[src/rtl/reg_16.sv]
// reg_16: WIDTH-bit storage register with a load enable and an
// asynchronous active-low reset. The output comes straight from the flops,
// so there is no combinational path from in or load to out.
//
// Handshake: there is no valid/ready pair. load acts as a one-cycle write
// strobe. When load is sampled high at a rising clk edge, in is captured.
// When load is sampled low at that edge, the stored value is kept.
module reg_16 #(
  parameter int              WIDTH       = 16,
  parameter logic [WIDTH-1:0] RESET_VALUE = '0
) (
  input  logic [WIDTH-1:0] in,
  input  logic             load,
  input  logic             clk,
  output logic [WIDTH-1:0] out,
  input  logic             rst_n
);

  logic [WIDTH-1:0] out_q;
  logic [WIDTH-1:0] out_d;

  // Next value: capture all bits of in together when loading, otherwise hold.
  always_comb begin
    out_d = out_q;
    if (load) begin
      out_d = in;
    end
  end

  // Storage flops. Reset is asynchronous and wins over load.
  always_ff @(posedge clk or negedge rst_n) begin
    if (!rst_n) begin
      out_q <= RESET_VALUE;
    end else begin
      out_q <= out_d;
    end
  end

  assign out = out_q;

endmodule

[config.mk]
export PLATFORM = sky130hd
export DESIGN_NAME = reg_16
export DESIGN_NICKNAME = d
export VERILOG_FILES = /design/src/rtl/reg_16.sv
export SDC_FILE = /design/constraint.sdc
export NUM_CORES = 1
export LEC_CHECK = 0
export ABC_AREA = 1
export CORE_MARGIN = 3
export CORE_UTILIZATION = 37
export DETAILED_ROUTE_END_ITERATION = 7
export PLACE_DENSITY = 0.8
export SYNTH_ARGS = -nofsm -noshare
export SYNTH_HDL_FRONTEND = slang
export SYNTH_SLANG_ARGS = --single-unit
[constraint.sdc]
create_clock -name clk -period 0.8 [get_ports clk]
set_input_delay 0.08 -clock clk [delete_from_list [all_inputs] [get_ports clk]]
set_output_delay 0.08 -clock clk [all_outputs]
set_load 0.02 [all_outputs]
=== Word-level counts from Yosys, hierarchy flattened ===
Index checks and enable logic that the tools add are counted.

* Bits in registers: 16
* Bits of input ports: 19
* Output and inout port bits: 16
* Word-level logic and storage cells: 1

=== Depth between registers and ports, before layout ===
* Depth in word-level cells: 0
* Depth in mapped cells: 5
* Mapped depth without buffers: 3

=== Worst setup path after synthesis ===
OpenSTA, ideal clock, no wires.

* Path kind: register to register
* From: reg, netlist name out[11]
* To: reg out_q[11] (netlist: out[11])
* Setup time: 117 ps
* Arrival: 565 ps
* Required time: 683 ps
* Path slack: 118 ps
* Stages on the path, launching flop included: 3
* Path buffers: 0
* Clock period less this slack: 682 ps
* Cells stage by stage: dfrtp_1 > nand2_2 > nand2_1

{| class="wikitable"
|+ RTL lines
! element !! line !! RTL
|-
| to (signal assigned) || 35 || <nowiki>out_q <= out_d;</nowiki>
|-
| to (decl) || 19 || <nowiki>logic [WIDTH-1:0] out_q;</nowiki>
|}

=== Worst setup path in the final report ===
* From: reg out_q[10] (netlist: out[10])
* To: out out[10]

{| class="wikitable"
|+ RTL lines
! element !! line !! RTL
|-
| to (decl) || 15 || <nowiki>output logic [WIDTH-1:0] out,</nowiki>
|}

No word-level cell between the ends.

==> summary.md <==
| Metric | Value |
|---|---|
| Max FFs per register | 16 |
| Failing checks | negative setup slack |
| Io pins | 35 |
| Post-synth top area share | 0.621 |
| Detailed Place HPWL | between 1000 and 1500 µm |
| Static leakage | ~0.64 nW |
| Most numerous cell in the Yosys netlist | nand2_1 |
| VDD IR max | about 0.99 mV |
| Die height | between 40 and 50 µm |
| Post-DR vias/cell | around 4.5 |
| Mapped cell area | ~640 µm² |
| Reg2reg start | out[2] |
| Layout overhead on the synthesized area | 83.3% |
| Mapped Cells | 68 |
| Cell taking the most area after synthesis | dfrtp_1 |
| Synth Register Bits | 16 |
| Total track usage | 0.156 |
| Critical path startpoint category | flip-flop |
| First-pass GRT wire length | about 2400 µm |
| Worst-margin pin slew | between 0.2 and 0.3 ns |
| Seq/Total Area, Yosys | 0.621 |
| CP cell instances | buf_6 |
| Die area | between 2000 and 2500 µm² |
| Fraction of registers with async set/reset | 1.00 |
| Final setup vio count | 19 |
| Unrepaired setup endpoints after global routing | yes |
| Die Wd | between 40 and 50 µm |
| Port bufs | 34 |
| Setup CP Type | flip-flop to output pin |
| Pre-CTS setup slack | -0.276 ns |
| Initial antenna violation count | 0 |
| Synth warn | 0 |
| Post-Syn Area per Cell | between 9 and 10 µm² |
| Critical Path AT | 0.84 ns |
| Hold/Removal Path Class | input port to asynchronous set/reset pin |
| Area contributors post-synth | dfrtp_1, nand2_1, nand2_2, buf_6, buf_12 |
| Minimum clock period | approximately 0.9 ns |
| Nets | ~140 |
| Pins Over Slew Limit | 0 |
| CTS Buffer Depth | 2 |
| Fmax achieved | about 1.1 GHz |
| Clock transition at the registers of the reported paths | ~0.1 ns |
| Iteration-0 DRC Markers | 8 |
| CTS tree | done |
| Pwr/cell area | around 1700 nW/µm² |
| Power, Total | just over 2 mW |
| Final worst-path cycle share | 1.15 |
| Critical path peak fanout | 2 |
| Commonest register cell after synthesis | dfrtp_1 |
| Row cnt | 14 |
| Worst Path Required | 0.72 ns |
| Final hold vios | 0 |
| Most instantiated cells after synthesis | nand2_1, dfrtp_1, nand2_2, buf_6 |
| Clock root buffer | clkbuf_4 |
| Largest net degree at the start of global routing | 17 |
| Drt drc | 0 |
| Placer Congestion | ~0.7 |
| Max-cap violations | 0 |
| Number of CTS-inserted buffers | 3 |
| Worst-skew pair later-pin latency | around 0.29 ns |
| CP peak stage delay | ~0.4 ns |
| Share of layout cells above drive strength 1 | 0.385 |
| EDFF count, synth | 0 |
| Worst path bufs/invs | 1 |
| Status | complete, but fails checks |
| Family with the most delay on the worst path | flip-flops |
| Setup slack after layout | -0.121 ns |
| Clk_skew | 0 ns |
| Clock Sinks | 16 |
| Final wirelength | around 1700 µm |
| Synth Net Count | 87 |
| Vias in the first global route | around 550 |
| Initial core utilization | 0.409 |
| Total gr overflow | 0 |
| Crit. End Element | output pin |
| Via count | around 620 |
| Cts hold-fix bufs | 0 |
| CP startpoint | out[10] |
| Detailed Routing Iterations Pass 1 | 4 |
| Post-DRT Antenna Nets | 0 |
| Drt wl/cell | roughly 12 µm |
| Total core area | ~1600 µm² |
| CTS H-tree lvls | 1 |
| Worst path slowest cell | dfrtp_1 |
| Cell variety after synth | 6 |
| # diodes | 0 |
| Relative slew margins | 0.826 |
| Setup_tns | -1.89 ns |
## report_power, final
part | total (mW) | internal [mW] | switching [mW]
combinational | 0.588 | 0.343 | 0.245
clock | 0.543 | 0.277 | 0.266
sequential | 0.932 | 0.880 | 0.0518
## worst paths after layout
path	slack (ns)	cells past startpoint	endpoint
max	-0.12	1	out[10]
min	0.11	2	out[12]
max reg2reg	-0.06	4	out[2]
min reg2reg	0.51	2	out[1]
max in group asynchronous	0.57	2	out[3]
min in group clk	0.27	4	out[8]
## through the flow
stage | util | hold WS [ns] | cells | area (µm²)
after floorplan | - | -0.216 | 68 | 644
final | 0.749 | 0.110 | 138 | 1180
after detailed placement | 0.661 | 0.430 | 124 | 1040
after global placement | 0.661 | 0.427 | 124 | 1040
after global routing | 0.749 | 0.123 | 138 | 1180
after CTS | 0.725 | 0.106 | 134 | 1140
## layer usage
layer	GRT usage	wire length, µm	up-vias
li1	-	-	310
met4	0.0968	48	0
met5	0	0	-
met2	0.264	833	21
met3	0.0414	101	5
met1	0.173	693	282
## cell usage in the layout (no fill, tap or decap)
cell,Yosys,final
nand2_2,5,7
nand2_1,43,41
clkbuf_8,0,1
clkdlybuf4s50_1,0,17
buf_4,0,18
buf_12,1,1
inv_6,1,1
buf_6,2,16
dfrtp_1,16,16
dlymetal6s2s_1,0,1
clkbuf_4,0,3
## kinds of logic (layout without fill, tap and decap cells)
family,Yosys count,in the layout,synth area share
AND/OR/NAND/NOR,48,48,0.299
flip-flops,16,16,0.621
buffers and inverters,4,58,0.0796
## layout make-up
cell class	count	area, µm²
inverter	1	8.76
tap	16	20.0
clock buffer	4	36.3
timing repair buffer	53	518
multi-input combinational	48	198
sequential	16	400
fill	107	395
## repair_timing
action | in CTS | in global routing
buffers inserted | 6 | 5
pin swaps | 0 | 1
gates resized for setup | 96 | 3
setup endpoints to repair | 16 | 23
Power figures use the tool's default switching activity.
